**src/rtl/riscv_hzd_pkg.sv**
```systemverilog
// Shared definitions for the decode->execute hazard controller:
// FSM state encoding, execute-unit select encoding and small decode helpers.
package riscv_hzd_pkg;

    typedef enum logic [1:0] {
        HZD_IDLE    = 2'b00,
        HZD_MD_WAIT = 2'b01,
        HZD_HALT    = 2'b10
    } hzd_state_e;

    typedef enum logic [1:0] {
        FUNC_ALU = 2'b00,
        FUNC_CSR = 2'b01,
        FUNC_MUL = 2'b10,
        FUNC_DIV = 2'b11
    } hzd_func_e;

    // True when the execute-stage instruction needs the multi-cycle mul/div unit.
    function automatic logic is_md_op(input logic [1:0] funcsel);
        return (funcsel == FUNC_MUL) || (funcsel == FUNC_DIV);
    endfunction

    // Load in execute whose destination (never x0) feeds a source of the decode instruction.
    function automatic logic is_load_use(input logic       memread,
                                         input logic [4:0] rd,
                                         input logic [4:0] rs1,
                                         input logic [4:0] rs2);
        return memread && (rd != 5'd0) && ((rd == rs1) || (rd == rs2));
    endfunction

endpackage

```
**src/rtl/riscv_hzd_md_wdog.sv**
```systemverilog
// Mul/div watchdog: counts cycles spent waiting on the mul/div unit.
// Clear has priority over increment; with neither asserted the count is frozen.
// expire is raised while the count sits at MD_TIMEOUT-1.
module riscv_hzd_md_wdog #(
    parameter int MD_TIMEOUT = 64
) (
    input  logic i_riscv_hzd_clk,
    input  logic i_riscv_hzd_rst_n,
    input  logic wdog_clr,
    input  logic wdog_inc,
    output logic wdog_expire
);

    localparam int                CNT_W    = $clog2(MD_TIMEOUT);
    localparam logic [CNT_W-1:0]  CNT_LAST = CNT_W'(MD_TIMEOUT - 1);

    logic [CNT_W-1:0] wdog_cnt;

    // Wait-cycle counter: clear on entry to the wait, advance while waiting, hold otherwise.
    always_ff @(posedge i_riscv_hzd_clk or negedge i_riscv_hzd_rst_n) begin
        if (!i_riscv_hzd_rst_n) begin
            wdog_cnt <= '0;
        end else if (wdog_clr) begin
            wdog_cnt <= '0;
        end else if (wdog_inc) begin
            wdog_cnt <= wdog_cnt + 1'b1;
        end
    end

    assign wdog_expire = (wdog_cnt == CNT_LAST);

endmodule

```
**src/rtl/riscv_hzd_de_ctrl.sv**
```systemverilog
// Hazard / sequencing controller around the decode->execute pipeline register.
// Produces hold (stall) and bubble (flush) controls for PC, F/D, D/E and E/M,
// and sequences the multi-cycle mul/div unit (start, kill, watchdog timeout).
// Event priority each cycle: trap > mem_busy > mul/div sequencing > redirect > load-use.
// Optional build macro RISCV_HZD_PERF_EN adds a saturating count of D/E stall cycles;
// without it o_riscv_hzd_stall_cnt is tied to zero and no counter flops exist.
module riscv_hzd_de_ctrl
    import riscv_hzd_pkg::*;
#(
    parameter int MD_TIMEOUT = 64,
    parameter int PERF_W     = 32
) (
    input  logic              i_riscv_hzd_clk,
    input  logic              i_riscv_hzd_rst_n,
    input  logic [4:0]        i_riscv_hzd_rs1addr_d,
    input  logic [4:0]        i_riscv_hzd_rs2addr_d,
    input  logic [4:0]        i_riscv_hzd_rdaddr_e,
    input  logic              i_riscv_hzd_memread_e,
    input  logic [1:0]        i_riscv_hzd_funcsel_e,
    input  logic              i_riscv_hzd_md_done,
    input  logic              i_riscv_hzd_redirect_e,
    input  logic              i_riscv_hzd_trap,
    input  logic              i_riscv_hzd_mem_busy,
    output logic              o_riscv_hzd_stall_pc,
    output logic              o_riscv_hzd_stall_fd,
    output logic              o_riscv_hzd_stall_de,
    output logic              o_riscv_hzd_stall_em,
    output logic              o_riscv_hzd_flush_fd,
    output logic              o_riscv_hzd_flush_de,
    output logic              o_riscv_hzd_flush_em,
    output logic              o_riscv_hzd_md_start,
    output logic              o_riscv_hzd_md_kill,
    output logic              o_riscv_hzd_md_timeout,
    output logic [PERF_W-1:0] o_riscv_hzd_stall_cnt
);

    hzd_state_e state;
    hzd_state_e nxt_state;

    logic stall_pc;
    logic stall_fd;
    logic stall_de;
    logic stall_em;
    logic flush_fd;
    logic flush_de;
    logic flush_em;
    logic md_start;
    logic md_kill;
    logic md_timeout;
    logic wdog_clr;
    logic wdog_inc;
    logic wdog_expire;
    logic load_use;

    assign load_use = is_load_use(i_riscv_hzd_memread_e, i_riscv_hzd_rdaddr_e,
                                  i_riscv_hzd_rs1addr_d, i_riscv_hzd_rs2addr_d);

    riscv_hzd_md_wdog #(
        .MD_TIMEOUT (MD_TIMEOUT)
    ) u_md_wdog (
        .i_riscv_hzd_clk   (i_riscv_hzd_clk),
        .i_riscv_hzd_rst_n (i_riscv_hzd_rst_n),
        .wdog_clr          (wdog_clr),
        .wdog_inc          (wdog_inc),
        .wdog_expire       (wdog_expire)
    );

    // Prioritised hazard resolution and next-state selection.
    always_comb begin
        stall_pc   = 1'b0;
        stall_fd   = 1'b0;
        stall_de   = 1'b0;
        stall_em   = 1'b0;
        flush_fd   = 1'b0;
        flush_de   = 1'b0;
        flush_em   = 1'b0;
        md_start   = 1'b0;
        md_kill    = 1'b0;
        md_timeout = 1'b0;
        wdog_clr   = 1'b0;
        wdog_inc   = 1'b0;
        nxt_state  = state;

        if (i_riscv_hzd_trap) begin
            // Trap redirect squashes everything younger, including an in-flight mul/div.
            flush_fd  = 1'b1;
            flush_de  = 1'b1;
            flush_em  = 1'b1;
            md_kill   = (state == HZD_MD_WAIT);
            wdog_clr  = 1'b1;
            nxt_state = HZD_IDLE;
        end else if (i_riscv_hzd_mem_busy) begin
            // Memory not ready: freeze the whole pipe, FSM and watchdog included.
            stall_pc = 1'b1;
            stall_fd = 1'b1;
            stall_de = 1'b1;
            stall_em = 1'b1;
        end else begin
            case (state)
                HZD_IDLE: begin
                    if (is_md_op(i_riscv_hzd_funcsel_e)) begin
                        // Launch mul/div; E/M gets bubbles until the result returns.
                        md_start  = 1'b1;
                        stall_pc  = 1'b1;
                        stall_fd  = 1'b1;
                        stall_de  = 1'b1;
                        flush_em  = 1'b1;
                        wdog_clr  = 1'b1;
                        nxt_state = HZD_MD_WAIT;
                    end else if (i_riscv_hzd_redirect_e) begin
                        // Wrong-path instructions in F/D and D/E are discarded;
                        // any load-use on them is moot.
                        flush_fd = 1'b1;
                        flush_de = 1'b1;
                    end else if (load_use) begin
                        // Hold fetch/decode one cycle and insert a bubble into execute.
                        stall_pc = 1'b1;
                        stall_fd = 1'b1;
                        flush_de = 1'b1;
                    end
                end
                HZD_MD_WAIT: begin
                    if (i_riscv_hzd_md_done) begin
                        // Result valid: let E/M capture it and D/E advance.
                        nxt_state = HZD_IDLE;
                    end else begin
                        stall_pc = 1'b1;
                        stall_fd = 1'b1;
                        stall_de = 1'b1;
                        flush_em = 1'b1;
                        if (wdog_expire) begin
                            md_timeout = 1'b1;
                            md_kill    = 1'b1;
                            nxt_state  = HZD_HALT;
                        end else begin
                            wdog_inc = 1'b1;
                        end
                    end
                end
                HZD_HALT: begin
                    // Hung mul/div: hold until the CSR unit takes a trap.
                    stall_pc = 1'b1;
                    stall_fd = 1'b1;
                    stall_de = 1'b1;
                    flush_em = 1'b1;
                end
                default: begin
                    nxt_state = HZD_IDLE;
                end
            endcase
        end
    end

    // FSM state register.
    always_ff @(posedge i_riscv_hzd_clk or negedge i_riscv_hzd_rst_n) begin
        if (!i_riscv_hzd_rst_n) begin
            state <= HZD_IDLE;
        end else begin
            state <= nxt_state;
        end
    end

    // Outputs are forced low during reset; a flush always overrides a stall on the same register.
    assign o_riscv_hzd_stall_pc   = i_riscv_hzd_rst_n & stall_pc;
    assign o_riscv_hzd_stall_fd   = i_riscv_hzd_rst_n & stall_fd & ~flush_fd;
    assign o_riscv_hzd_stall_de   = i_riscv_hzd_rst_n & stall_de & ~flush_de;
    assign o_riscv_hzd_stall_em   = i_riscv_hzd_rst_n & stall_em & ~flush_em;
    assign o_riscv_hzd_flush_fd   = i_riscv_hzd_rst_n & flush_fd;
    assign o_riscv_hzd_flush_de   = i_riscv_hzd_rst_n & flush_de;
    assign o_riscv_hzd_flush_em   = i_riscv_hzd_rst_n & flush_em;
    assign o_riscv_hzd_md_start   = i_riscv_hzd_rst_n & md_start;
    assign o_riscv_hzd_md_kill    = i_riscv_hzd_rst_n & md_kill;
    assign o_riscv_hzd_md_timeout = i_riscv_hzd_rst_n & md_timeout;

`ifdef RISCV_HZD_PERF_EN
    logic [PERF_W-1:0] stall_cnt;

    function automatic logic [PERF_W-1:0] sat_inc(input logic [PERF_W-1:0] val);
        return (&val) ? val : val + 1'b1;
    endfunction

    // Saturating count of cycles in which the D/E register is held.
    always_ff @(posedge i_riscv_hzd_clk or negedge i_riscv_hzd_rst_n) begin
        if (!i_riscv_hzd_rst_n) begin
            stall_cnt <= '0;
        end else if (o_riscv_hzd_stall_de) begin
            stall_cnt <= sat_inc(stall_cnt);
        end
    end

    assign o_riscv_hzd_stall_cnt = stall_cnt;
`else
    assign o_riscv_hzd_stall_cnt = '0;
`endif

endmodule
```
**config.mk**
```make
export PLATFORM = sky130hd
export DESIGN_NAME = riscv_hzd_de_ctrl
export DESIGN_NICKNAME = d
export VERILOG_FILES = /design/src/rtl/riscv_hzd_pkg.sv /design/src/rtl/riscv_hzd_md_wdog.sv /design/src/rtl/riscv_hzd_de_ctrl.sv
export SDC_FILE = /design/constraint.sdc
export NUM_CORES = 1
export LEC_CHECK = 0
export ABC_AREA = 1
export CORE_MARGIN = 5
export CORE_UTILIZATION = 35
export CTS_BUF_LIST = sky130_fd_sc_hd__clkbuf_8
export CTS_CLUSTER_SIZE = 16
export DETAILED_ROUTE_END_ITERATION = 7
export HOLD_SLACK_MARGIN = 0.15
export PLACE_DENSITY = 0.79
export SYNTH_ARGS = -nofsm -noshare
export SYNTH_HDL_FRONTEND = slang
export SYNTH_SLANG_ARGS = --single-unit
```
**constraint.sdc**
```tcl
create_clock -name i_riscv_hzd_clk -period 1.5 [get_ports i_riscv_hzd_clk]
set_input_delay 0.375 -clock i_riscv_hzd_clk [delete_from_list [all_inputs] [get_ports i_riscv_hzd_clk]]
set_output_delay 0.375 -clock i_riscv_hzd_clk [all_outputs]
set_load 0.01 [all_outputs]
```
==> key figures <==
Floorplan
  • Die X: 66.0 µm
  • Full die area: 4350 µm²
  • Ports: 66
  • Area of the core: 3030 µm²
  • Cell Rows: 20
  • Initial Util: 36.2%
  • Die height: 66.0 µm

Clocking
  • H-tree Lvls: 1
  • CTS Buf Count: 3
  • Clock Pin Slew Worst Setup and Hold Paths: 0.04 ns
  • Clock sinks: 8
  • Clock root cell: clkbuf_8
  • TritonCTS clock tree: done
  • Clock Latency Late Sink: 0.23 ns
  • Clk buf depth: 2

Timing
  • Max Slew Vio Count: 0
  • Hold slack: 0.156 ns
  • Clock skew: 0.00236 ns
  • Fin crit period: 1.89 ns
  • Final setup viols: 9
  • Final hold vios: 0
  • Max Fclk: 530 MHz
  • Post-route setup slack: -0.386 ns
  • Crit share post-route: 126%
  • RSZ-0062 raised after global routing: yes

Global routing
  • Routing usage on met3: 1.87%
  • Gr ovfl total: 0
  • Most used routing layer: met2
  • Vias in the first global route: 1115
  • First-pass GRT wire length: 4650 µm
  • GRT Util Overall: 13.9%
  • Antenna violations before repair: 0
  • Met2 usage: 26.2%
  • Largest net degree at the start of global routing: 7
  • Grt met1 use: 15.4%

Synthesis
  • Synth area leader: buf_4
  • Top post-synthesis cells by area: buf_4 22%, dfrtp_1 18%, nand2_1 14%, inv_1 9.6%, nor2_1 3.8%
  • Most frequent cells after synthesis: 41 x nand2_1, 32 x buf_4, 28 x inv_1
  • EDFF count, synth: 0
  • Synthesized netlist cell count: 172
  • Yosys reg bits: 8
  • Async set or reset register ratio after synthesis: 100%
  • Share of the synthesized area in the top cell type: 21.9%
  • Count leader, synth: nand2_1
  • Cell area after synthesis: 1100 µm²
  • Netlist cell types: 30
  • Yosys warnings: 0
  • Ys flop type: dfrtp_1
  • Syn Area/Cell: 6.37 µm²
  • Sequential area share after synthesis: 18.3%

Power
  • Clk pwr share: 29.4%
  • Sw Ratio: 35.5%
  • P per Cell Area: 493 nW/µm²
  • Cell internal pwr: 0.574 mW
  • Switching pwr: 0.316 mW
  • Max IR drop VDD: 0.217 mV
  • Tot Pwr: 0.890 mW
  • Sequential Power Share: 25.7%
  • P_leak: 1.02 nW
  • Combinational Power Share: 44.9%

Drt
  • WL final: 3230 µm
  • Post-route DRC: 0
  • Routed vias/inst: 4.16
  • Vias: 1199
  • DR iter-0 viols: 30
  • Router iterations before antenna repair: 6
  • Antenna-violating nets left: 0
  • Avg WL per Cell: 11.2 µm

Setup path
  • Worst reg2reg path depth: 8
  • CP Launch Type: flop
  • R2r setup slk: 0.07 ns
  • Worst r2r src: u_md_wdog.wdog_cnt[1]
  • Worst setup EP type: primary output
  • Largest stage delay, worst path: 0.43 ns
  • WP data required: 1.12 ns
  • WS Path Type: flop to primary output
  • Slowest cell on the critical path: dfrtp_2
  • Setup crit end: o_riscv_hzd_stall_fd
  • Critical path launch point: state[0]
  • Critical-path cell list: nand2_2 > inv_2 > nand2_4 > o21ai_4 > a211oi_4 > buf_6 > a21oi_2 > buf_2
  • RR Endpoint: u_md_wdog.wdog_cnt[0]
  • Critical-path maximum fanout: 3
  • WP data arrival: 1.51 ns

Final layout
  • Layout Nets: 271
  • FF+latch area: 201 µm²
  • N_diodes: 0
  • Synthesis-to-finish area growth: 64.7%
  • Share of post-route cells with drive strength above 1: 43.0%
  • Filler Cells Inserted: 283
  • Design area: 1810 µm²
  • Fin cells: 288
  • Multi-input gate area: 816 µm²

Placed design
  • Placed cell areas: 1580 µm²
  • Detailed placement HPWL: 2380 µm
  • Dpl ws: -1.01 ns
  • GP Congestion: 0.826
  • Port bufs: 32
  • Placed Cells: 274

Flow run
  • Max-Cap Viols: 0

Outcome
  • Status: finished, violations left
  • Failing checks: negative setup slack

Min path
  • Hold Path Class: input port to asynchronous set/reset pin
[state kept, by name, indices dropped and copies added, names as in the netlist]
register	flops
u_md_wdog.wdog_cnt	6
state	2
[worst min path at each step]
stage / start / to / slack, ns / depth (start not counted)
6_report: i_riscv_hzd_rst_n / u_md_wdog.wdog_cnt[3] / 0.16 / 2
5_1_grt: i_riscv_hzd_rst_n / u_md_wdog.wdog_cnt[3] / 0.15 / 2
4_1_cts: i_riscv_hzd_rst_n / u_md_wdog.wdog_cnt[3] / 0.33 / 2
3_5_place_dp: u_md_wdog.wdog_cnt[0] / u_md_wdog.wdog_cnt[0] / 0.57 / 2
3_3_place_gp: u_md_wdog.wdog_cnt[1] / u_md_wdog.wdog_cnt[1] / 0.56 / 3
2_1_floorplan: i_riscv_hzd_rst_n / state[0] / 0.08 / 0
[kinds of logic after synthesis]
group                    Yosys count  share of synthesized area [%]
XOR/XNOR                           3                           2.40
buffers and inverters             64                           33.0
other                              1                          0.342
AO/OA/AOI/OAI                     17                           9.48
AND/OR/NAND/NOR                   78                           35.4
adder cells (fa/ha/maj)            1                           1.14
flip-flops                         8                           18.3
[metal layers]
layer  share of wire (%)  wire, µm  vias up
met5                   0         0        -
met2                  53      1700       49
li1                    -         -      614
met1                  38      1210      527
met4                 2.5        81        0
met3                 7.4       238        9
[area by class of cell]
class	instances	share of cell area (%)
clock buffers	3	2.29
repair buffers	70	31.6
flip-flops and latches	8	11.2
well taps	44	3.05
inverters	32	6.72
multi-input cells	131	45.2
[stage by stage]
stage	utilization [%]	setup TNS [ns]
2_1_floorplan	-	-0.101
3_3_place_gp	52.1	-9.58
3_5_place_dp	52.1	-9.82
4_1_cts	56.9	-2.86
5_1_grt	59.6	-3.47
6_report	59.6	-2.69
[layout by cell type, fill, tap and decap left out, drive strengths merged, types with 5 or more instances in the layout]
master,n
dfrtp,8
clkbuf,5
conb,32
nand2,45
a21oi,5
buf,48
inv,31
nor2,15
dlygate4sd2,14
nand3,9
o21ai,8
[timing repair]
item	CTS	global route
setup buffers	9	2
pin swaps	20	16
gates resized for setup	94	23
setup endpoints to repair	10	10
hold buffers	0	0
[worst max-delay path: cells and delay by family (launching register included)]
family,cells,cell delay [ns]
simple gates,2,0.19
flops,1,0.43
compound gates,3,0.32
buf+inv,3,0.34
[power by group through the flow]
stage                     Combinational, mW  Sequential (mW)  Clock (mW)
final                                 0.400            0.229       0.261
after global routing                  0.435            0.229       0.275
after CTS                             0.351            0.229       0.262
after detailed placement              0.342            0.230           0
after global placement                0.338            0.230           0
after floorplan                       0.221            0.232           0
Power figures use the tool's default switching activity.
==> patch, RTL diff (same settings) <==
`PERF_W`: 32 -> 28.
--- a/src/rtl/riscv_hzd_de_ctrl.sv
+++ b/src/rtl/riscv_hzd_de_ctrl.sv
@@ -8,7 +8,7 @@
     import riscv_hzd_pkg::*;
 #(
     parameter int MD_TIMEOUT = 64,
-    parameter int PERF_W     = 32
+    parameter int PERF_W     = 28
 ) (
     input  logic              i_riscv_hzd_clk,
     input  logic              i_riscv_hzd_rst_n,
Interface: changed (resized o_riscv_hzd_stall_cnt); port bits go from 66 to 62. The function was not compared with the original's and may differ.
==> patch against the original RTL <==
The flow still finishes with violations (setup timing); wire length increased by 8.1%; setup slack improved by 24 ps; global-route usage increased by 1.4 points; power decreased by 1.2%; sequential cell count unchanged; combinational power decreased by 1%; non-clock buffer count increased by 4; final area increased by 0.42%; area after synthesis decreased by 2.7%; critical path type unchanged; largest power group unchanged.
==> patch: results (changes against the original RTL) <==
set qor(r2r_end) {u_md_wdog.wdog_cnt[5]$_DFFE_PN0P_} ;# was u_md_wdog.wdog_cnt[0]$_DFFE_PN0P_
set qor(wl_per_cell_um) 12.6 ;# was 11.2 um
set qor(post_synth_main_area_contributors) {buf_4, dfrtp_1, nand2_1} ;# unchanged
set qor(timing.rr.start) {u_md_wdog.wdog_cnt[0]$_DFFE_PN0P_} ;# was u_md_wdog.wdog_cnt[1]$_DFFE_PN0P_
set qor(violations_in_the_final_reports) {setup timing} ;# unchanged
set qor(path_max_fanout) 4 ;# was 3
set qor(timing.hold.ws_ps) 158 ;# was 156 ps
set qor(timing.critical_path.slowest_cell_delay_ps) 450 ;# was 430 ps
set qor(synth_cells) 168 ;# was 172
set qor(run_status) {complete, but fails checks} ;# unchanged
set qor(dpl.cell_count) 258 ;# was 274
set qor(grt_pass1_wl_mm) 5.17 ;# was 4.65 mm
set qor(setup-tns-final_ps) -2900 ;# was -2690 ps
set qor(ys_seq_area_frac) 0.188 ;# was 0.183
set qor(placed_cell_area_mm2) 0.00153 ;# was 0.00158 mm2
set qor(hold_path_class) {primary input to asynchronous set/reset pin} ;# unchanged
set qor(routed_via_density) 4.46 ;# was 4.16
set qor(drt_iter0_drc) 49 ;# was 30
set qor(drt_pre_antenna_iters) 4 ;# was 6
set qor(p_leak_nw) 1.01 ;# was 1.02 nW
set qor(worst_setup_skew_after_layout_ps) 1.43 ;# was 2.36 ps
set qor(preCtsSetupSlack_ps) -1040 ;# was -1010 ps
set qor(synthTopCellsByCount) {nand2_1, buf_4, inv_1} ;# unchanged
set qor(ff2ff_setup_slack_ps) 0 ;# was 70 ps
set qor(globalRouteTotalUtil) 0.152 ;# was 0.139
set qor(gpl.final_weighted_congestion) 0.830 ;# was 0.826
set qor(report.final.setup_viol) 10 ;# was 9
set qor(dp_hpwl_mm) 2.40 ;# was 2.38 mm
set qor(clk_pin_slew_worst_paths_ps) 40 ;# about the same
set qor(drive_gt1_frac) 0.455 ;# was 0.430
set qor(finalWorstSetupSlack_ps) -362 ;# was -386 ps
[patch: cell types whose count changed in the layout (fill, tap and decap cells not counted), moves of 2 or more]
| cell | unedited run | this run |
|---|---|---|
| dlygate4sd2_1 | 14 | 12 |
| conb_1 | 32 | 28 |
| buf_6 | 6 | 9 |
| buf_4 | 33 | 35 |
| inv_4 | 0 | 2 |
[patch: worst min-delay path by stage]
stage / start / end / depth (start not counted)
5_1_grt: i_riscv_hzd_rst_n / u_md_wdog.wdog_cnt[1]$_DFFE_PN0P_ / 3
2_1_floorplan: i_riscv_hzd_rst_n / state[0]$_DFFE_PN0P_ / 0
3_5_place_dp: u_md_wdog.wdog_cnt[0]$_DFFE_PN0P_ / u_md_wdog.wdog_cnt[0]$_DFFE_PN0P_ / 2
6_report: i_riscv_hzd_rst_n / u_md_wdog.wdog_cnt[2]$_DFFE_PN0P_ / 3
4_1_cts: i_riscv_hzd_rst_n / u_md_wdog.wdog_cnt[1]$_DFFE_PN0P_ / 3
3_3_place_gp: u_md_wdog.wdog_cnt[4]$_DFFE_PN0P_ / u_md_wdog.wdog_cnt[4]$_DFFE_PN0P_ / 2
[patch: worst min-delay path: cells and delay by family]
family / cells / cell delay, ps
buf+inv: 3 / 330
[patch: repair_timing]
item                                    in CTS  in global routing
gates resized for setup                     95                 35
pin swaps                                   25                 13
endpoints found under the setup margin      10                 18
buffers inserted                            11                  7
gates cloned                                 0                  0
[patch: layout make-up]
| cell class | count | area, um2 |
|---|---|---|
| timing repair buffer | 74 | 593 |
| multi-input combinational | 127 | 807 |
| clock buffer | 3 | 41.3 |
| fill | 262 | 1160 |
| inverter | 32 | 129 |
| sequential | 8 | 201 |
| tap | 33 | 41.3 |
[patch: power breakdown]
part           internal [mW]  total (mW)  switching (mW)
sequential             0.222       0.231         0.00828
clock                  0.174       0.254          0.0803
combinational          0.174       0.396           0.222
[patch: cell families (layout without fill, tap and decap cells)]
family / count (synthesis) / count (layout) / share of synthesized area
AOI/OAI and AO/OA: 17 / 17 / 0.0974
xor gates and xnor gates: 3 / 3 / 0.0247
adders and majority gates: 1 / 1 / 0.0117
buffers and inverters: 60 / 109 / 0.311
DFF: 8 / 8 / 0.188
other: 1 / 28 / 0.00352
and+or+nand+nor: 78 / 78 / 0.364
[patch: per-layer routing]
metal  global-route usage  routed length, um  part of all wire
met2                0.272               1840              0.53
met4               0.0570                 49             0.014
met5                    0                  0                 0
met3               0.0342                238             0.068
met1                0.176               1360              0.39
